--- src/rtl/pipe_pkg.sv ---
// Shared types for the elastic pipeline-stage register.
// Stage states and occupancy width.
package pipe_pkg;

    typedef enum logic [1:0] {
        EMPTY = 2'd0,
        ONE   = 2'd1,
        TWO   = 2'd2
    } state_t;

    localparam int OCC_W = 2;

endpackage

--- src/rtl/pipe_stage_reg_if.sv ---
// Handshake bundle between a pipeline stage register and its neighbours.
// slave is the stage's view, master is the driving/observing side.
interface pipe_stage_reg_if
    import pipe_pkg::*;
#(
    parameter int CTRL_W = 20,
    parameter int DATA_W = 128
) ();

    logic              flush;
    logic              in_valid;
    logic              in_ready;
    logic [CTRL_W-1:0] in_ctrl;
    logic [DATA_W-1:0] in_data;
    logic              out_valid;
    logic              out_ready;
    logic [CTRL_W-1:0] out_ctrl;
    logic [DATA_W-1:0] out_data;
    logic [OCC_W-1:0]  occupancy;

    modport slave (
        input  flush, in_valid, in_ctrl, in_data, out_ready,
        output in_ready, out_valid, out_ctrl, out_data, occupancy
    );

    modport master (
        output flush, in_valid, in_ctrl, in_data, out_ready,
        input  in_ready, out_valid, out_ctrl, out_data, occupancy
    );

endinterface

--- src/rtl/pipe_slot.sv ---
// One pipeline entry: valid + control + data with load and clear.
// Clear beats load and wipes control only; data is kept for bubbles.
module pipe_slot #(
    parameter int CTRL_W = 20,
    parameter int DATA_W = 128
) (
    input  logic              clk,
    input  logic              rst,
    input  logic              load,
    input  logic              clear,
    input  logic [CTRL_W-1:0] d_ctrl,
    input  logic [DATA_W-1:0] d_data,
    output logic              valid,
    output logic [CTRL_W-1:0] ctrl,
    output logic [DATA_W-1:0] data
);

    always_ff @(posedge clk or posedge rst) begin
        if (rst) begin
            valid <= 1'b0;
            ctrl  <= '0;
            data  <= '0;
        end else if (clear) begin
            valid <= 1'b0;
            ctrl  <= '0;
        end else if (load) begin
            valid <= 1'b1;
            ctrl  <= d_ctrl;
            data  <= d_data;
        end
    end

endmodule

--- src/rtl/pipe_stage_reg.sv ---
// Elastic inter-stage register with optional skid entry and flush.
// Control reads as zero whenever no valid entry is presented.
module pipe_stage_reg
    import pipe_pkg::*;
#(
    parameter int CTRL_W = 20,
    parameter int DATA_W = 128,
    parameter bit SKID   = 1'b1
) (
    input logic             clk,
    input logic             rst,
    pipe_stage_reg_if.slave bus
);

    logic              accept;
    logic              rel;
    logic              main_load;
    logic              main_clear;
    logic              main_v;
    logic [CTRL_W-1:0] main_ctrl;
    logic [DATA_W-1:0] main_data;
    logic [CTRL_W-1:0] main_d_ctrl;
    logic [DATA_W-1:0] main_d_data;

    assign accept = bus.in_valid & bus.in_ready;
    assign rel    = main_v & bus.out_ready;

    assign bus.out_valid = main_v;
    assign bus.out_ctrl  = main_v ? main_ctrl : '0;
    assign bus.out_data  = main_data;

    pipe_slot #(.CTRL_W(CTRL_W), .DATA_W(DATA_W)) u_main (
        .clk    (clk),
        .rst    (rst),
        .load   (main_load),
        .clear  (main_clear),
        .d_ctrl (main_d_ctrl),
        .d_data (main_d_data),
        .valid  (main_v),
        .ctrl   (main_ctrl),
        .data   (main_data)
    );

    if (SKID) begin : g_skid
        state_t            state_q;
        state_t            state_d;
        logic              rdy_q;
        logic              skid_load;
        logic              skid_clear;
        logic              skid_v;
        logic [CTRL_W-1:0] skid_ctrl;
        logic [DATA_W-1:0] skid_data;

        pipe_slot #(.CTRL_W(CTRL_W), .DATA_W(DATA_W)) u_skid (
            .clk    (clk),
            .rst    (rst),
            .load   (skid_load),
            .clear  (skid_clear),
            .d_ctrl (bus.in_ctrl),
            .d_data (bus.in_data),
            .valid  (skid_v),
            .ctrl   (skid_ctrl),
            .data   (skid_data)
        );

        // in_ready is registered from the next state to cut the comb path
        always_ff @(posedge clk or posedge rst) begin
            if (rst) begin
                state_q <= EMPTY;
                rdy_q   <= 1'b1;
            end else begin
                state_q <= state_d;
                rdy_q   <= (state_d != TWO);
            end
        end

        always_comb begin
            state_d = state_q;
            if (bus.flush) begin
                state_d = EMPTY;
            end else begin
                case (state_q)
                    EMPTY: if (accept) state_d = ONE;
                    ONE: begin
                        if (accept && !rel)
                            state_d = TWO;
                        else if (!accept && rel)
                            state_d = EMPTY;
                    end
                    TWO: if (rel) state_d = ONE;
                    default: state_d = EMPTY;
                endcase
            end
        end

        always_comb begin
            main_load   = 1'b0;
            main_clear  = bus.flush;
            skid_load   = 1'b0;
            skid_clear  = bus.flush;
            main_d_ctrl = bus.in_ctrl;
            main_d_data = bus.in_data;
            case (state_q)
                EMPTY: main_load = accept;
                ONE: begin
                    main_load  = accept & rel;
                    skid_load  = accept & ~rel;
                    main_clear = bus.flush | (rel & ~accept);
                end
                TWO: begin
                    main_load   = rel;
                    skid_clear  = bus.flush | rel;
                    main_d_ctrl = skid_ctrl;
                    main_d_data = skid_data;
                end
                default: main_clear = 1'b1;
            endcase
        end

        assign bus.in_ready  = rdy_q;
        assign bus.occupancy = OCC_W'(main_v) + OCC_W'(skid_v);
    end else begin : g_single
        assign bus.in_ready  = ~main_v | bus.out_ready;
        assign main_load     = accept;
        assign main_clear    = bus.flush | (rel & ~accept);
        assign main_d_ctrl   = bus.in_ctrl;
        assign main_d_data   = bus.in_data;
        assign bus.occupancy = OCC_W'(main_v);
    end

endmodule

--- src/flat_wrapper.sv ---
// flat-port wrapper written by rule: the top's interface ports become plain ports
module pipe_stage_reg_flat import pipe_pkg::*;
#(
    parameter int CTRL_W = 20,
    parameter int DATA_W = 128,
    parameter bit SKID   = 1'b1
)
  (clk, rst, bus_flush, bus_in_valid, bus_in_ctrl, bus_in_data, bus_out_ready, bus_in_ready, bus_out_valid, bus_out_ctrl, bus_out_data, bus_occupancy);
  pipe_stage_reg_if #(.CTRL_W(CTRL_W), .DATA_W(DATA_W)) bus_i ();
  input logic clk;
  input logic rst;
  input wire logic [$bits(bus_i.flush)-1:0] bus_flush;
  input wire logic [$bits(bus_i.in_valid)-1:0] bus_in_valid;
  input wire logic [$bits(bus_i.in_ctrl)-1:0] bus_in_ctrl;
  input wire logic [$bits(bus_i.in_data)-1:0] bus_in_data;
  input wire logic [$bits(bus_i.out_ready)-1:0] bus_out_ready;
  output wire logic [$bits(bus_i.in_ready)-1:0] bus_in_ready;
  output wire logic [$bits(bus_i.out_valid)-1:0] bus_out_valid;
  output wire logic [$bits(bus_i.out_ctrl)-1:0] bus_out_ctrl;
  output wire logic [$bits(bus_i.out_data)-1:0] bus_out_data;
  output wire logic [$bits(bus_i.occupancy)-1:0] bus_occupancy;
  assign bus_i.flush = bus_flush;
  assign bus_i.in_valid = bus_in_valid;
  assign bus_i.in_ctrl = bus_in_ctrl;
  assign bus_i.in_data = bus_in_data;
  assign bus_i.out_ready = bus_out_ready;
  assign bus_in_ready = bus_i.in_ready;
  assign bus_out_valid = bus_i.out_valid;
  assign bus_out_ctrl = bus_i.out_ctrl;
  assign bus_out_data = bus_i.out_data;
  assign bus_occupancy = bus_i.occupancy;
  pipe_stage_reg #(.CTRL_W(CTRL_W), .DATA_W(DATA_W), .SKID(SKID)) u_core (.clk(clk), .rst(rst), .bus(bus_i));
endmodule
--- config.mk ---
export PLATFORM = sky130hd
export DESIGN_NAME = pipe_stage_reg_flat
export DESIGN_NICKNAME = d
export VERILOG_FILES = /design/src/rtl/pipe_pkg.sv /design/src/rtl/pipe_stage_reg_if.sv /design/src/rtl/pipe_slot.sv /design/src/rtl/pipe_stage_reg.sv /design/src/flat_wrapper.sv
export SDC_FILE = /design/constraint.sdc
export NUM_CORES = 1
export LEC_CHECK = 0
export CORE_ASPECT_RATIO = 1.2
export CORE_MARGIN = 8
export CORE_UTILIZATION = 39
export CTS_BUF_LIST = sky130_fd_sc_hd__clkbuf_4
export CTS_CLUSTER_DIAMETER = 150
export DETAILED_ROUTE_END_ITERATION = 16
export PLACE_DENSITY = 0.7
export SLEW_MARGIN = 20
export SYNTH_ARGS = -nofsm -noshare
export SYNTH_HDL_FRONTEND = slang
export SYNTH_HIERARCHICAL = 1
export SYNTH_SLANG_ARGS = --single-unit
--- constraint.sdc ---
create_clock -name clk -period 14 [get_ports clk]
set_input_delay 2.8 -clock clk [delete_from_list [all_inputs] [get_ports clk]]
set_output_delay 2.8 -clock clk [all_outputs]
set_load 0.05 [all_outputs]
==> results.sh, run 1 <==
export IMPL_synth_cell_types=28
export IMPL_period_share=0.411
export IMPL_cts_root_buf="clkbuf_4"
export IMPL_dp_hpwl_mm=24.3
export IMPL_synth_seq_cells=301
export IMPL_seq_area_frac_synth=0.516
export IMPL_grt_overflow=0
export IMPL_fin_skew_ps=26.8
export IMPL_synthCells=1205
export IMPL_die_area_sq_um=43900
export IMPL_cts_hold_buf=0
export IMPL_max_slew_margin=0.296
export IMPL_place_gp_congestion=0.786
export IMPL_die_y_microns=228
export IMPL_avgViaCountPerCell=4.77
export IMPL_dr_pass1_iters=4
export IMPL_antenna_found_initial=1
export IMPL_port_buffers=304
export IMPL_netlist_top_cells_area="dfrtp_1 51%, mux2_4 25%, nand2_1 11%, mux2i_1 2.7%, buf_6 2.3%"
export IMPL_coreArea_sq_um=36900
export IMPL_yosys_area_top_type="dfrtp_1"
export IMPL_layout_nets=1682
export IMPL_synth_edf_count=0
export IMPL_die_w_microns=193
export IMPL_route_detailed_drc=0
export IMPL_drv_slew=0
export IMPL_cts_resized=0
export IMPL_rows=77
export IMPL_fmax_mhz=174
export IMPL_min_period_ps=5760
export IMPL_yosysTopAreaCellShare=0.514
export IMPL_synthArstFlopShare=1.00
export IMPL_initial_core_util=0.396
export IMPL_pin_count=305
export IMPL_leakage_nw=8.83
export IMPL_area_delta_synth_final_pct=27.1
export IMPL_setup_tns_ps=0
export IMPL_drive_gt1_frac=0.247
export IMPL_clk_pin_slew_worst_paths_ps=60
export IMPL_p_per_area_nw_per_um2=192
export IMPL_layoutNonFillerInstCount=2057
export IMPL_ctsHtreeMaxLevel=3
export IMPL_finalSetupViolations=0
export IMPL_path_max_fanout=45
export IMPL_numCtsBuffers=81
export IMPL_synth_warnings=6
export IMPL_avgRoutedWirePerCell_microns=18.8
export IMPL_tritoncts="yes"
export IMPL_worst_pin_slew_ps=1060
export IMPL_grt_use_total=0.174
export IMPL_vias=9817
export IMPL_n_fill_cell=3299
export IMPL_grt_first_pass_wirelength_mm=61.2
export IMPL_ir_drop_mv=0.145
export IMPL_cap_violations=0
export IMPL_grt_start_max_net_pins=82
export IMPL_clockBufferDepth=3
export IMPL_critPathLaunchType="input pin"
export IMPL_crit_arrival_ps=6300
export IMPL_place_inst=1919
export IMPL_hp_class="reg -> reg"
export IMPL_cts_sinks=301
export IMPL_outcome="complete, no violations"
export IMPL_synth_cell_area_sq_um=14600
export IMPL_rsz0062_at_grt="false"
export IMPL_antenna_left=0
export IMPL_first_global_vias=10800
export IMPL_drt_iter0_drc=416
export IMPL_clkLatencyLatePin_ps=680
export IMPL_crit_path_end_kind="flop"
export IMPL_synth_avg_cell_area_sq_um=12.1
export IMPL_hold_viol=0
export IMPL_dp_slack_ps=7310
export IMPL_fin_ws_ps=8240
export IMPL_synth_ff_type="dfrtp_1"
export IMPL_post_cts_buffers=0
export IMPL_critPathKind="in -> reg"
export IMPL_cp_data_required_time_ps=14540
export IMPL_wirelength_mm=38.6
export IMPL_syn_num_nets=1359
export IMPL_power_total_mw=3.56
layer usage:
layer  wire length, microns  GRT usage  up-vias
met2                  18600      0.279      297
li1                       -          -     4596
met5                      0          0        -
met3                   2610     0.0459       52
met1                  16500      0.220     4872
met4                    860     0.0631        0
cell usage in the layout (no fill, tap or decap), types with 9 or more instances in the layout:
cell,n
and2_1,21
buf_4,9
clkbuf_4,109
clkdlybuf4s50_1,304
clkinv_1,21
dfrtp_1,300
mux2_2,16
mux2_4,240
mux2i_1,40
nand2_1,447
nor2_1,44
layout make-up:
cell class              count  area, sq um  area share
clock inverters            27          131     0.00708
inverters                   3         21.3     0.00115
multi-input cells         826         6320       0.341
diodes                      2         5.00    0.000270
repair buffers            315         3130       0.169
flip-flops and latches    301         7530       0.406
well taps                 474          593      0.0320
clock buffers             109          818      0.0441
synthesized netlist by cell type, types with 2 or more instances:
cell,instances
a21o_1,3
dfrtp_1,300
clkbuf_1,7
buf_8,20
mux2_2,16
mux2_4,240
nand2_1,447
nor2_1,45
buf_2,17
inv_1,3
and2_1,21
nor2b_4,2
mux2i_1,40
buf_6,30
logic make-up after synthesis:
family | share of synthesized area
simple gates | 0.140
flops | 0.516
compound gates | 0.00411
mux | 0.287
fa+ha+maj | 0.000857
buf+inv | 0.0526
metrics by stage:
stage | utilization | hold WS (ps) | area, sq um
5_1_grt | 0.503 | 519 | 18600
6_report | 0.503 | 507 | 18600
4_1_cts | 0.503 | 510 | 18500
3_5_place_dp | 0.477 | 491 | 17600
3_3_place_gp | 0.477 | 489 | 17600
2_1_floorplan | - | 464 | 14600
worst max-delay path, cell delays in order:
cell and delay, ps:
clkdlybuf4s50_1 440, and2_1 290, a21oi_1 130, o21ai_2 120, buf_4 340, nor2b_4 880, buf_4 840, mux2_4 360
power by group:
group	switching, mW	internal [mW]	total (mW)
sequential	0.192	1.18	1.37
combinational	0.768	0.681	1.45
clock	0.364	0.379	0.743
total	1.32	2.24	3.56
flip-flops by register name, indices dropped and copies added (netlist names):
name                        flops
u_core/g_skid.u_skid/valid      1
u_core/g_skid.u_skid/data     128
u_core/g_skid.u_skid/ctrl      20
u_core/g_skid.state_q           2
u_core/u_main/data            128
u_core/u_main/valid             1
u_core/u_main/ctrl             20
u_core/bus.in_ready             1
worst paths after layout:
check                                                   to  cells past startpoint                       start  slack [ps]
min in group asynchronous         u_core/g_skid.state_q[1]                      2                         rst        2540
worst max register to register      u_core/u_main/data[45]                      7         u_core/u_main/valid       10000
worst min register to register  u_core/g_skid.u_skid/valid                      2  u_core/g_skid.u_skid/valid         510
max in group asynchronous          u_core/u_main/data[109]                      3                         rst        9750
worst max-delay path                u_core/u_main/data[45]                      8               bus_out_ready        8240
worst min-delay path            u_core/g_skid.u_skid/valid                      2  u_core/g_skid.u_skid/valid         510
Power figures use the tool's default switching activity.
==> inputs of run 2 (changes only) <==
--- a/config.mk
+++ b/config.mk
@@ -11,7 +11,7 @@
 export CTS_BUF_LIST = sky130_fd_sc_hd__clkbuf_4
 export CTS_CLUSTER_DIAMETER = 150
 export DETAILED_ROUTE_END_ITERATION = 16
-export PLACE_DENSITY = 0.7
+export PLACE_DENSITY = 0.72
 export SLEW_MARGIN = 20
 export SYNTH_ARGS = -nofsm -noshare
 export SYNTH_HDL_FRONTEND = slang
==> constraint.sdc (replaced) <==
create_clock -name clk -period 5.27 [get_ports clk]
set_input_delay 1.054 -clock clk [delete_from_list [all_inputs] [get_ports clk]]
set_output_delay 1.054 -clock clk [all_outputs]
set_load 0.05 [all_outputs]
==> run 2 against run 1 <==
Net effect: clock-buffer cell count rose by 4; cell area rose by 1.3%; utilization rose by 0.68 points; worst hold slack barely moved; critical path type is now reg -> out; sequential share of layout area fell by 0.54 points; highest routed layer unchanged; combinational power rose to 2.6 times the previous value; die area did not move; via count rose by 0.17%; clock power rose to 2.8 times the previous value; sequential power rose to 2.7 times the previous value; register-to-register slack got worse by 7900 ps.
==> results.sh, run 2 (same netlist as run 1, synthesis figures left out) <==
export IMPL_outcome="complete, no violations"
export IMPL_path_max_fanout=24
export IMPL_seqCellArea_sq_um=7530
export IMPL_crit_slowest_cell="clkdlybuf4s50_1"
export IMPL_finalSetupViolations=0
export IMPL_r2r_end="u_core/g_skid.u_skid/data[62]"
export IMPL_drt_iter0_drc=523
export IMPL_pin_count=305
export IMPL_holdCritStartpoint="u_core/u_main/data[65]"
export IMPL_crit_arrival_ps=2520
export IMPL_post_cts_buffers=0
export IMPL_hp_class="reg -> reg"
export IMPL_clkLatencyLatePin_ps=720
export IMPL_largestRegisters="u_core/g_skid.u_skid/data x128, u_core/u_main/data x128"
export IMPL_intPower_mw=6.07
export IMPL_vias=9834
export IMPL_r2r_start="u_core/u_main/valid"
export IMPL_reg2reg_depth=5
export IMPL_port_buffers=304
export IMPL_rsz0062_at_grt="false"
export IMPL_coreArea_sq_um=36900
export IMPL_drv_slew=0
export IMPL_hold_path_end="u_core/u_main/data[65]"
export IMPL_power_total_mw=9.60
export IMPL_initial_core_util=0.396
export IMPL_die_y_microns=228
export IMPL_cp_data_required_time_ps=4220
export IMPL_first_global_vias=11000
export IMPL_clockBufferDepth=3
export IMPL_p_clk_frac=0.219
export IMPL_period_share=0.678
export IMPL_max_slew_margin=0.314
export IMPL_cts_root_buf="clkbuf_4"
export IMPL_multi_input_area_sq_um=6320
export IMPL_place_gp_congestion=0.825
export IMPL_grt_use_total=0.176
export IMPL_die_area_sq_um=43900
export IMPL_antenna_left=0
export IMPL_cts_sinks=301
export IMPL_die_w_microns=193
export IMPL_critPathKind="reg -> out"
export IMPL_cts_hold_buf=0
export IMPL_ir_drop_mv=0.265
export IMPL_leakage_nw=8.94
export IMPL_timing_hold_ws_ps=507
export IMPL_clk_pin_slew_worst_paths_ps=70
export IMPL_p_seq_frac=0.381
export IMPL_critPathLaunchType="flop"
export IMPL_fin_skew_ps=31.8
export IMPL_holdPathStages=1
export IMPL_dp_hpwl_mm=25.1
export IMPL_dr_pass1_iters=4
export IMPL_grt_start_max_net_pins=99
export IMPL_cts_resized=0
export IMPL_max_stage_delay_ps=800
export IMPL_tritoncts="yes"
export IMPL_power_switching_mw=3.53
export IMPL_min_period_ps=3580
export IMPL_fmax_mhz=280
export IMPL_numCtsBuffers=79
export IMPL_antenna_found_initial=5
export IMPL_wirelength_mm=38.6
export IMPL_crit_path_end_kind="primary output"
export IMPL_hold_viol=0
export IMPL_avgRoutedWirePerCell_microns=18.7
export IMPL_drive_gt1_frac=0.256
export IMPL_grt_first_pass_wirelength_mm=62.1
export IMPL_mostFrequentLayoutCell="nand2_1"
export IMPL_rrSetupSlack_ps=2120
export IMPL_avgViaCountPerCell=4.76
export IMPL_grt_overflow=0
export IMPL_n_fill_cell=3184
export IMPL_ctsHtreeMaxLevel=3
export IMPL_crit_chain="ha_1 -> clkdlybuf4s50_1"
export IMPL_comb_power_share=0.401
export IMPL_layout_nets=1689
export IMPL_cap_violations=0
export IMPL_rows=77
export IMPL_p_per_area_nw_per_um2=510
export IMPL_switching_share=0.368
export IMPL_route_detailed_drc=0
export IMPL_setup_tns_ps=0
export IMPL_area_delta_synth_final_pct=28.8
export IMPL_worst_pin_slew_ps=1030
export IMPL_final_cell_mix="447 x nand2_1, 304 x clkdlybuf4s50_1, 300 x dfrtp_1, 240 x mux2_4, 113 x clkbuf_4"
[run 2: changes by cell type in the layout (fill, tap and decap cells not counted), sizes merged]
cell / delta
clkinvlp: +1
buf: +9
clkinv: -11
bufinv: +2
diode: +6
clkbuf: +4
[run 2: metal layers]
layer	vias to the layer above	share of wire	global-route usage
li1	4618	-	-
met1	4871	0.42	0.219
met2	283	0.49	0.288
met3	62	0.061	0.0421
met4	0	0.026	0.0731
met5	-	0	0
[run 2: power groups by stage]
| stage | clock network [mW] | registers [mW] | logic [mW] |
|---|---|---|---|
| after floorplan | 0 | 4.76 | 1.56 |
| after global placement | 0 | 3.66 | 3.80 |
| after detailed placement | 0 | 3.66 | 3.87 |
| after CTS | 2.19 | 3.66 | 3.88 |
| after global routing | 2.31 | 3.76 | 4.02 |
| final | 2.10 | 3.65 | 3.84 |
[run 2: cell type report]
class | instances | area share
Antenna cell | 8 | 0.00106
Clock buffer | 113 | 0.0451
Clock inverter | 19 | 0.00832
Inverter | 3 | 0.00113
Multi-Input combinational cell | 826 | 0.336
Sequential cell | 301 | 0.401
Tap cell | 474 | 0.0315
Timing Repair Buffer | 324 | 0.176
[run 2: worst max-delay path by stage]
stage               cells past startpoint           startpoint                       endpoint
floorplan                               1                  rst   u_core/g_skid.u_skid/ctrl[0]
detailed placement                      6        bus_out_ready  u_core/g_skid.u_skid/data[62]
finish                                  2  u_core/u_main/valid               bus_occupancy[0]
global placement                        6        bus_out_ready  u_core/g_skid.u_skid/data[60]
CTS                                     2  u_core/u_main/valid               bus_occupancy[0]
global route                            2  u_core/u_main/valid               bus_occupancy[0]
[run 2: stage by stage]
stage                     cells  utilization  instance area (sq um)  setup WS [ps]
final                      2068        0.510                  18800           1690
after global routing       2068        0.510                  18800           1450
after global placement     1927        0.481                  17800           1410
after CTS                  2059        0.508                  18800           1570
after detailed placement   1927        0.481                  17800           1360
after floorplan            1205            -                  14600            208
[run 2: critical path: cells and delay by family, from the launching register on]
kind	cells	cell delay [ps]
adder cells (fa/ha/maj)	1	400
buffers and inverters	1	800
flip-flops	1	610
==> inputs of run 3 (changes only) <==
--- a/config.mk
+++ b/config.mk
@@ -11,7 +11,7 @@
 export CTS_BUF_LIST = sky130_fd_sc_hd__clkbuf_4
 export CTS_CLUSTER_DIAMETER = 150
 export DETAILED_ROUTE_END_ITERATION = 16
-export PLACE_DENSITY = 0.72
+export PLACE_DENSITY = 0.7
 export SLEW_MARGIN = 20
 export SYNTH_ARGS = -nofsm -noshare
 export SYNTH_HDL_FRONTEND = slang
==> constraint.sdc (replaced) <==
create_clock -name clk -period 3.4 [get_ports clk]
set_input_delay 0.68 -clock clk [delete_from_list [all_inputs] [get_ports clk]]
set_output_delay 0.68 -clock clk [all_outputs]
set_load 0.05 [all_outputs]
==> run 3 against run 2 <==
Net effect: die area did not move; sequential power increased by 55%; total power increased by 53%; clock power up 46%; utilization hardly changed; via count grew 0.50%; critical path type unchanged; largest power group unchanged; highest routed layer unchanged.
==> results.sh, run 3 (same netlist as run 1, synthesis figures left out) <==
export IMPL_avgRoutedWirePerCell_microns=18.8
export IMPL_p_per_area_nw_per_um2=783
export IMPL_r2r_end="u_core/u_main/data[14]"
export IMPL_route_detailed_drc=0
export IMPL_cts_hold_buf=0
export IMPL_numCtsBuffers=80
export IMPL_dp_hpwl_mm=25.3
export IMPL_clk_pin_slew_worst_paths_ps=60
export IMPL_rsz0062_at_grt="false"
export IMPL_fin_util=0.510
export IMPL_critPathKind="reg -> out"
export IMPL_initial_core_util=0.396
export IMPL_avgViaCountPerCell=4.79
export IMPL_tritoncts="yes"
export IMPL_final_cell_mix="447 x nand2_1, 304 x clkdlybuf4s50_1, 299 x dfrtp_1, 240 x mux2_4, 115 x clkbuf_4"
export IMPL_cts_sinks=301
export IMPL_worst_pin_slew_ps=787
export IMPL_crit_chain="ha_1 -> clkdlybuf4s50_1"
export IMPL_critPathLaunchType="flop"
export IMPL_vias=9883
export IMPL_max_stage_delay_ps=790
export IMPL_rows=77
export IMPL_grt_overflow=0
export IMPL_layout_nets=1693
export IMPL_min_period_ps=3060
export IMPL_crit_arrival_ps=2380
export IMPL_die_area_sq_um=43900
export IMPL_die_y_microns=228
export IMPL_hp_class="in -> async"
export IMPL_antenna_left=0
export IMPL_layoutNonFillerInstCount=2063
export IMPL_crit_path_end_kind="primary output"
export IMPL_grt_use_total=0.177
export IMPL_clockBufferDepth=3
export IMPL_coreArea_sq_um=36900
export IMPL_power_total_mw=14.7
export IMPL_hold_viol=0
export IMPL_wirelength_mm=38.8
export IMPL_ir_drop_mv=0.515
export IMPL_rrSetupSlack_ps=1020
export IMPL_cts_root_buf="clkbuf_4"
export IMPL_cp_data_required_time_ps=2720
export IMPL_pin_count=305
export IMPL_cp_buffers_inverters=1
export IMPL_cp_top_family="buffers and inverters"
export IMPL_area_delta_synth_final_pct=28.8
export IMPL_die_w_microns=193
export IMPL_setup_tns_ps=0
export IMPL_drt_iter0_drc=569
export IMPL_ctsHtreeMaxLevel=3
export IMPL_cap_violations=0
export IMPL_place_inst=1931
export IMPL_fin_skew_ps=46.7
export IMPL_clkLatencyLatePin_ps=720
export IMPL_period_share=0.900
export IMPL_post_cts_buffers=0
export IMPL_place_gp_congestion=0.776
export IMPL_finalSetupViolations=0
export IMPL_crit_slowest_cell="clkdlybuf4s50_1"
export IMPL_reg2reg_depth=7
export IMPL_path_max_fanout=24
export IMPL_dr_pass1_iters=4
export IMPL_grt_start_max_net_pins=150
export IMPL_grt_first_pass_wirelength_mm=62.1
export IMPL_r2r_start="u_core/u_main/valid"
export IMPL_largestRegisters="u_core/g_skid.u_skid/data x128, u_core/u_main/data x128"
export IMPL_first_global_vias=10900
export IMPL_max_slew_margin=0.476
export IMPL_leakage_nw=8.94
export IMPL_mostFrequentLayoutCell="nand2_1"
export IMPL_drive_gt1_frac=0.257
export IMPL_n_fill_cell=3245
export IMPL_fmax_mhz=327
export IMPL_outcome="complete, no violations"
export IMPL_drv_slew=0
export IMPL_antenna_found_initial=2
export IMPL_port_buffers=304
run 3: timing repair:
item                                    CTS  global route
endpoints found under the hold margin     0             0
endpoints found under the setup margin    0            12
gates resized for setup                   0             1
run 3: layer usage:
layer	track usage	vias up	wire length (microns)
li1	-	4611	-
met1	0.219	4918	16300
met2	0.289	290	19100
met3	0.0469	64	2480
met4	0.0691	0	1030
met5	0	-	0
run 3: where the power goes:
group | total (mW) | internal (mW) | switching [mW]
clock | 3.07 | 1.61 | 1.47
sequential | 5.64 | 4.85 | 0.793
combinational | 6.01 | 2.83 | 3.18
run 3: per-stage QoR:
step | instance area [sq um] | hold slack [ps] | setup slack, ps
after floorplan | 14600 | 433 | 845
after global placement | 17900 | 490 | 475
after global routing | 18800 | 238 | 183
final | 18800 | 305 | 340
after CTS | 18800 | 196 | 2.30
after detailed placement | 17900 | 492 | 484
run 3: how the worst max path moves through the flow:
stage                                   start                           end  slack, ps  depth (start not counted)
after global placement          bus_out_ready        u_core/u_main/data[60]        480                          8
after CTS                 u_core/u_main/valid              bus_out_ctrl[16]          2                          2
after detailed placement        bus_out_ready        u_core/u_main/data[60]        480                          8
final                     u_core/u_main/valid              bus_occupancy[0]        340                          2
after global routing      u_core/u_main/valid              bus_occupancy[0]        180                          2
after floorplan                           rst  u_core/g_skid.u_skid/ctrl[0]        850                          1
run 3: worst register-to-register path: cells and delay by family, from the launching register on:
kind / cells / cell delay [ps]
compound gates: 2 / 400
simple gates: 2 / 460
mux: 1 / 380
flops: 1 / 540
buf+inv: 2 / 460
run 3: layout make-up:
class / count / area, sq um / area share
diodes: 3 / 7.51 / 0.000399
clock buffers: 115 / 863 / 0.0459
clock inverters: 14 / 81.3 / 0.00432
inverters: 3 / 18.8 / 0.000998
multi-input cells: 826 / 6320 / 0.336
flip-flops and latches: 301 / 7530 / 0.401
well taps: 474 / 593 / 0.0315
repair buffers: 327 / 3390 / 0.180
